--- src/rtl/apb_spi_regif.sv ---
// APB register front end for the SPI SRAM engine: CMD/STATUS/TXDATA/RXDATA
// decode, TX/RX FIFOs, wait-state insertion. Option: APB_STALL_TIMEOUT_EN.
module apb_spi_regif #(
    parameter int DEPTH = 8,
    parameter int CW    = 4
) (
    input  logic        clk,
    input  logic        rst,
    input  logic [31:0] paddr,
    input  logic        pwrite,
    input  logic        psel,
    input  logic        pen,
    input  logic [31:0] pwdata,
    output logic [31:0] prdata,
    output logic        pready,
    output logic [31:0] cmd,
    output logic        cmd_valid,
    input  logic        cmd_ready,
    output logic [31:0] tx_data,
    output logic        tx_valid,
    input  logic        tx_ready,
    input  logic [31:0] rx_data,
    input  logic        rx_valid,
    output logic        rx_ready,
    input  logic        busy
);

    localparam int AW = $clog2(DEPTH);

    logic          access;
    logic          sel_cmd, sel_stat, sel_tx, sel_rx;
    logic          stall, done, effect;
    logic          timeout_hit, timeout_flag;
    logic [31:0]   status;

    logic [31:0]   tx_mem [DEPTH];
    logic [AW-1:0] tx_wp, tx_rp;
    logic [CW-1:0] tx_cnt;
    logic          tx_full, tx_empty, tx_push, tx_pop;

    logic [31:0]   rx_mem [DEPTH];
    logic [AW-1:0] rx_wp, rx_rp;
    logic [CW-1:0] rx_cnt;
    logic          rx_full, rx_empty, rx_push, rx_pop;

    assign tx_full  = (tx_cnt == CW'(DEPTH));
    assign tx_empty = (tx_cnt == '0);
    assign rx_full  = (rx_cnt == CW'(DEPTH));
    assign rx_empty = (rx_cnt == '0);

    assign tx_valid = ~tx_empty;
    assign tx_data  = tx_mem[tx_rp];
    assign rx_ready = ~rst & ~rx_full;

    // Address decode, stall detection and completion qualifiers
    always_comb begin
        access   = psel & pen;
        sel_cmd  = (paddr == 32'd0);
        sel_stat = (paddr == 32'd1);
        sel_tx   = (paddr == 32'd2);
        sel_rx   = (paddr == 32'd3);
        stall    = access & ((sel_cmd & pwrite & cmd_valid)
                           | (sel_tx & pwrite & tx_full)
                           | (sel_rx & ~pwrite & rx_empty));
        pready   = ~rst & access & (~stall | timeout_hit);
        done     = access & pready;
        effect   = done & ~stall;
        tx_push  = effect & sel_tx & pwrite;
        rx_pop   = effect & sel_rx & ~pwrite;
        tx_pop   = tx_valid & tx_ready;
        rx_push  = rx_valid & rx_ready;
    end

    // STATUS word assembly
    always_comb begin
        status          = '0;
        status[0]       = busy | cmd_valid;
        status[1]       = tx_full;
        status[2]       = tx_empty;
        status[3]       = rx_full;
        status[4]       = rx_empty;
        status[5]       = timeout_flag;
        status[8+:CW]   = tx_cnt;
        status[16+:CW]  = rx_cnt;
    end

    // Read data mux, only driven on a completing read
    always_comb begin
        prdata = '0;
        if (done & ~pwrite) begin
            if (timeout_hit) begin
                prdata = 32'hDEAD_BEEF;
            end else begin
                unique case (1'b1)
                    sel_cmd:  prdata = cmd;
                    sel_stat: prdata = status;
                    sel_rx:   prdata = rx_mem[rx_rp];
                    default:  prdata = '0;
                endcase
            end
        end
    end

    // Command latch and handoff to the engine
    always_ff @(posedge clk) begin
        if (rst) begin
            cmd       <= '0;
            cmd_valid <= 1'b0;
        end else if (effect & sel_cmd & pwrite) begin
            cmd       <= pwdata;
            cmd_valid <= 1'b1;
        end else if (cmd_valid & cmd_ready) begin
            cmd_valid <= 1'b0;
        end
    end

    // TX FIFO storage (contents need no reset; count gates visibility)
    always_ff @(posedge clk) begin
        if (tx_push) tx_mem[tx_wp] <= pwdata;
    end

    // TX FIFO pointers and count
    always_ff @(posedge clk) begin
        if (rst) begin
            tx_wp  <= '0;
            tx_rp  <= '0;
            tx_cnt <= '0;
        end else begin
            if (tx_push) tx_wp <= tx_wp + 1'b1;
            if (tx_pop)  tx_rp <= tx_rp + 1'b1;
            if (tx_push & ~tx_pop)      tx_cnt <= tx_cnt + 1'b1;
            else if (~tx_push & tx_pop) tx_cnt <= tx_cnt - 1'b1;
        end
    end

    // RX FIFO storage
    always_ff @(posedge clk) begin
        if (rx_push) rx_mem[rx_wp] <= rx_data;
    end

    // RX FIFO pointers and count
    always_ff @(posedge clk) begin
        if (rst) begin
            rx_wp  <= '0;
            rx_rp  <= '0;
            rx_cnt <= '0;
        end else begin
            if (rx_push) rx_wp <= rx_wp + 1'b1;
            if (rx_pop)  rx_rp <= rx_rp + 1'b1;
            if (rx_push & ~rx_pop)      rx_cnt <= rx_cnt + 1'b1;
            else if (~rx_push & rx_pop) rx_cnt <= rx_cnt - 1'b1;
        end
    end

`ifdef APB_STALL_TIMEOUT_EN
    logic [7:0] stall_cnt;

    // A stall in its 256th consecutive cycle is forced to complete
    assign timeout_hit = stall & (stall_cnt == 8'hFF);

    // Consecutive stall cycle counter
    always_ff @(posedge clk) begin
        if (rst | ~psel | done) stall_cnt <= '0;
        else if (stall)         stall_cnt <= stall_cnt + 1'b1;
    end

    // Sticky timeout flag, cleared by reading STATUS
    always_ff @(posedge clk) begin
        if (rst)                               timeout_flag <= 1'b0;
        else if (done & timeout_hit)           timeout_flag <= 1'b1;
        else if (effect & sel_stat & ~pwrite)  timeout_flag <= 1'b0;
    end
`else
    assign timeout_hit  = 1'b0;
    assign timeout_flag = 1'b0;
`endif

endmodule

--- config.mk ---
export PLATFORM = sky130hd
export DESIGN_NAME = apb_spi_regif
export DESIGN_NICKNAME = d
export VERILOG_FILES = /design/src/rtl/apb_spi_regif.sv
export SDC_FILE = /design/constraint.sdc
export NUM_CORES = 1
export LEC_CHECK = 0
export CAP_MARGIN = 10
export CORE_UTILIZATION = 57
export CTS_BUF_LIST = sky130_fd_sc_hd__clkbuf_4
export DETAILED_ROUTE_END_ITERATION = 12
export DONT_BUFFER_PORTS = 1
export PLACE_DENSITY_LB_ADDON = 0.08
export SYNTH_ARGS = -nofsm -noshare
export SYNTH_HDL_FRONTEND = slang
export SYNTH_SLANG_ARGS = --single-unit
export TNS_END_PERCENT = 20
--- constraint.sdc ---
create_clock -name clk -period 5.5 [get_ports clk]
set_clock_uncertainty 0.1 [all_clocks]
set_input_delay 0.55 -clock clk [delete_from_list [all_inputs] [get_ports clk]]
set_output_delay 0.55 -clock clk [all_outputs]
set_load 0.01 [all_outputs]
## Word-level counts from Yosys, hierarchy flattened

Memories as Yosys holds them, arrays and structs flattened. A register that Yosys moved wholly into a read port is not among the register bits.
Cells that the tools add are included.
W data, S select, Z words.

| operators by class | value |
|---|---|
| muxes and demuxes | 16 |
| reductions and logical operators | 6 |
| equality and inequality tests | 5 |
| add/subtract/negate cells | 8 |
| bitwise operators | 39 |

Operator list:

| operator | count |
|---|---|
| $pmux W32 S3 | 1 |
| $eq A32 B2 Y1 const B | 2 |
| $eq A32 B1 Y1 const B | 1 |
| $logic_not A32 Y1 | 1 |
| $mux W32 | 1 |
| $and A1 B1 Y1 | 27 |
| $mux W4 | 4 |
| $add A3 B1 Y3 const B | 4 |
| $mux W3 | 4 |
| $not A1 Y1 | 9 |
| $add A4 B1 Y4 const B | 2 |
| $eq A4 B4 Y1 const B | 2 |
| $logic_not A4 Y1 | 2 |
| $sub A4 B1 Y4 const B | 2 |
| $mux W1 | 6 |
| $reduce_bool A2 Y1 | 3 |
| $or A1 B1 Y1 | 3 |

| storage, ports and cells | value |
|---|---|
| output and inout bits | 100 |
| register bits | 53 |
| word-level logic and storage cells | 84 |
| bits of input ports | 105 |
| bits in writable memories | 512 |
| memories kept | 2 |

Memories:

| name | words | width | read ports | clocked after Yosys merged registers in | wr ports | line | text |
|---|---|---|---|---|---|---|---|
| rx_mem | 8 | 32 | 1 | 1 | 1 | 41 | `logic [31:0] rx_mem [DEPTH];` |
| tx_mem | 8 | 32 | 1 | 1 | 1 | 36 | `logic [31:0] tx_mem [DEPTH];` |

## Logic depth before layout (Yosys ltp)

| logic depth | value |
|---|---|
| depth in word-level cells | 16 |
| depth in mapped cells | 11 |
| depth with buffers taken out | 11 |

## Least setup slack after synthesis

OpenSTA, ideal clock, no wires.

| timing | value |
|---|---|
| kind | input to register |
| start point | input paddr[26] |
| end point | memory tx_mem[0][0] (enable) |
| required time | 4.898 ns |
| library setup time | 0.502 ns |
| slack | 0.392 ns |
| path buffers | 0 |
| arrival time | 4.507 ns |
| cell stages on the path | 4 |
| cell sequence | nor4_4 > and4_2 > nand3_1 > nor4_1 |

| on the way | value |
|---|---|
| cells in the longest elaborated chain, start to end | 14 |
| elaborated cells on any way between the ends | 20 |
| classes of those cells | eq/ne (2); mux (2); bitwise (15); reduce/logical (1) |

RTL lines:

| item | line | text |
|---|---|---|
| from (decl) | 9 | `input logic [31:0] paddr,` |
| $eq A32 B2 Y1 or $logic_not A32 Y1 (tied branches) | 60, 58 |  |
| $and A1 B1 Y1, on equally long branches (2 in series) | 63, 62 |  |
| $or A1 B1 Y1 | 63 | `\| (sel_tx & pwrite & tx_full)` |
| $or A1 B1 Y1 | 64 | `\| (sel_rx & ~pwrite & rx_empty));` |
| $and A1 B1 Y1 | 62 | `stall = access & ((sel_cmd & pwrite & cmd_valid)` |
| $not A1 Y1 | 65, 67 |  |
| $and A1 B1 Y1 | 65 | `pready = ~rst & access & (~stall \| timeout_hit);` |
| $and A1 B1 Y1 | 66 | `done = access & pready;` |
| $and A1 B1 Y1 | 67 | `effect = done & ~stall;` |
| $and A1 B1 Y1 * (2 in series) | 68 | `tx_push = effect & sel_tx & pwrite;` |
| $mux W1 * | 119 | `if (tx_push) tx_mem[tx_wp] <= pwdata;` |
| $mux W1 (implied by the code) * | 119 |  |
| to (decl) | 36 |  |

Mark *: on every way between the ends. The rest lies on a longest branch, timed or not.

==> impl_metrics.tcl <==
set metrics [dict create \
    outcome "finished clean" \
    reg2reg_depth 10 \
    min_from "paddr[31]" \
    postLayoutCellArea_um2 26000 \
    ir_worst_vdd_uv 236 \
    first_global_vias 12312 \
    io_buffers 0 \
    die_y_um 201 \
    hold_viol 0 \
    reg2reg_setup_slack_ns 2.20 \
    netlist_area_um2 22700 \
    holdPathStages 4 \
    synth_edf_count 512 \
    p_leak_nw 8.26 \
    cts_max_path_buffers 3 \
    grt_usage_pct 25.1 \
    critical_path_arrival_ns 3.09 \
    final_cell_mix "edfxtp_1 (512), clkbuf_4 (212), mux4_2 (126), dlygate4sd3_1 (77), nand2b_1 (75)" \
    cp-start-kind "flip-flop" \
    dr.pass1.iters 7 \
    ys_types 54 \
    grt_first_pass_wirelength_um 74200 \
    setup-violations-final 0 \
    fillers 2741 \
    grt_setup_unrepaired "no" \
    avgSynthCellArea_um2 19.6 \
    timing.final.max_slew_violations 0 \
    rr_startpoint "tx_cnt[0]" \
    dpl.cell_count 1636 \
    gp_congestion 0.805 \
    ios 205 \
    overflow 0 \
    antenna_found_initial 3 \
    cts.sinks 571 \
    endpoint_kind "output pin" \
    ys_async_sr_fraction_pct 0 \
    die-width_um 201 \
    hold_class "input pin to flip-flop" \
    core-area_um2 38900 \
    dpl_cell_area_um2 23400 \
    nets 1460 \
    row_count 72 \
    wl_per_cell_um 25.0 \
    drt_iter0_drc 882 \
    remaining_drc_errors 0 \
    r2r_end "tx_cnt[3]" \
    p_per_area_nw_per_um2 329 \
    dieArea_um2 40600 \
    synthFlopType "edfxtp_1" \
    worst_pin_slew_ns 1.08 \
    dr_total_vias 11599 \
    yosysSeqAreaShare_pct 73.0 \
    start_util_pct 58.3 \
    grt_max_degree 97 \
    multi_input_area_um2 5910 \
    htree_levels 4 \
    cts_tree "done" \
    syn_inst 1155 \
    finalCriticalPeriod_ns 3.74 \
    final_antenna_net_count 0 \
    post_cts_buffers 0 \
    clk_latency_ns 0.79 \
    setup_tns_ns 0 \
    fin_crit_sh_pct 68.0 \
    worst-setup-path-type "flip-flop to output pin" \
    layout_commonest_cell "edfxtp_1" \
    cts-buffers-inserted 145 \
    synth_warnings 0 \
    seqCellArea_um2 16600 \
    fmax_mhz 267 \
    holdWs_ns 0.0919 \
    worstPathMaxFanout 31 \
    maxCapViolCount 0 \
    viasPerCell 5.87 \
    place_hpwl_um 28200 \
    root_buffer "clkbuf_4" \
    finalNonFillerCells 1975 \
    drive_gt1_share_pct 31.1 \
    worstPathRequired_ns 4.85 \
    slew_headroom_pct 28.1 \
    clk_pin_slew_worst_paths_ns 0.06 \
    routed_wl_um 49400 \
    syn_nets 1272 \
    synth_seq_cells 571 \
    synthToLayoutAreaGrowth_pct 14.8 \
]
## what timing repair did
action / 4_1_cts / 5_1_grt
endpoints found under the hold margin: 571 / 0
resized for setup: 0 / 0
hold buffers: 78 / 0
## kinds of logic (layout without fill, tap and decap cells)
logic type	count (synthesis)	after routing	synth area share (%)
flip-flops	571	571	73.0
buffers and inverters	72	371	1.39
multiplexers	219	219	16.8
adder cells (fa/ha/maj)	12	12	0.729
AND/OR/NAND/NOR	221	221	5.84
XOR/XNOR	7	7	0.270
AO/OA/AOI/OAI	53	53	1.89
other	0	3	0
## worst max-delay path by stage
stage                     startpoint           end  slack [ns]  cells after the start
after floorplan            paddr[26]  tx_mem[0][0]        0.39                      4
after global placement     paddr[25]     tx_cnt[3]        2.10                     11
after detailed placement   paddr[25]     tx_cnt[3]        2.05                     11
after CTS                  flip-flop    prdata[14]        1.58                      4
after global routing       flip-flop    prdata[14]        1.49                      4
final                      flip-flop    prdata[16]        1.76                      4
## cells in the mapped netlist (all sizes together), types with 2 or more instances
cell    count  area share [%]
nor4       20            0.97
mux2i      52             2.3
nand2b     75             2.1
dfxtp      59             5.2
nand3       4           0.088
nand4       5            0.23
xor2        4            0.15
fa          2            0.18
edfxtp    512              68
inv         6           0.099
o211ai      2           0.088
clkbuf     39            0.65
nor2       74             1.2
o21ai       2           0.044
a221oi      8            0.31
or4b        2           0.088
or4         2           0.066
nand2      15            0.25
a21o        3           0.099
a21oi      12            0.26
mux2       41             2.0
a22oi       4            0.13
nor3        3           0.088
nand3b      4            0.19
mux4      126              13
nor2b       7            0.19
xnor2       3            0.12
and4        2           0.083
buf        27            0.65
a222oi     19            0.84
ha         10            0.55
## sequential cells by signal, indices dropped and copies added, names as in the netlist, named ones only
name / count
cmd: 32
cmd_valid: 1
rx_cnt: 4
rx_mem: 256
rx_rp: 3
rx_wp: 3
tx_cnt: 4
tx_mem: 256
tx_rp: 3
tx_wp: 3
## metal layers
| layer | vias up | global-route usage [%] | routed length, um |
|---|---|---|---|
| met5 | - | 0 | 0 |
| met4 | 0 | 8.04 | 786 |
| met3 | 65 | 6.30 | 3100 |
| met2 | 368 | 41.8 | 25100 |
| met1 | 5994 | 32.5 | 20400 |
| li1 | 5172 | - | - |
## report_power, final
| part | switching (mW) | internal (mW) | leakage, nW |
|---|---|---|---|
| registers | 0.0168 | 4.75 | 5.09 |
| logic | 0.152 | 0.113 | 2.07 |
| clock network | 1.61 | 1.91 | 1.10 |
## critical path: stages, from the launching register on
cell      delay (ns)
dfxtp_4         0.72
buf_4           0.45
mux4_2          0.55
a221oi_1        0.41
nor2_1          0.14
## final cells by class
type                       instances  share of cell area [%]
sequential                       571                    63.7
tap                              518                    2.49
clock inverter                    46                   0.991
antenna                            3                  0.0289
multi-input combinational        512                    22.7
clock buffer                     212                    6.12
timing repair buffer             107                    3.91
inverter                           6                  0.0866
## per-stage QoR
stage	setup WS (ns)	power [mW]	util [%]
2_1_floorplan	0.392	4.99	-
3_3_place_gp	2.10	5.02	60.0
3_5_place_dp	2.05	5.03	60.0
4_1_cts	1.58	8.65	66.8
5_1_grt	1.49	8.90	66.8
6_report	1.76	8.55	66.8
Power figures use the tool's default switching activity.
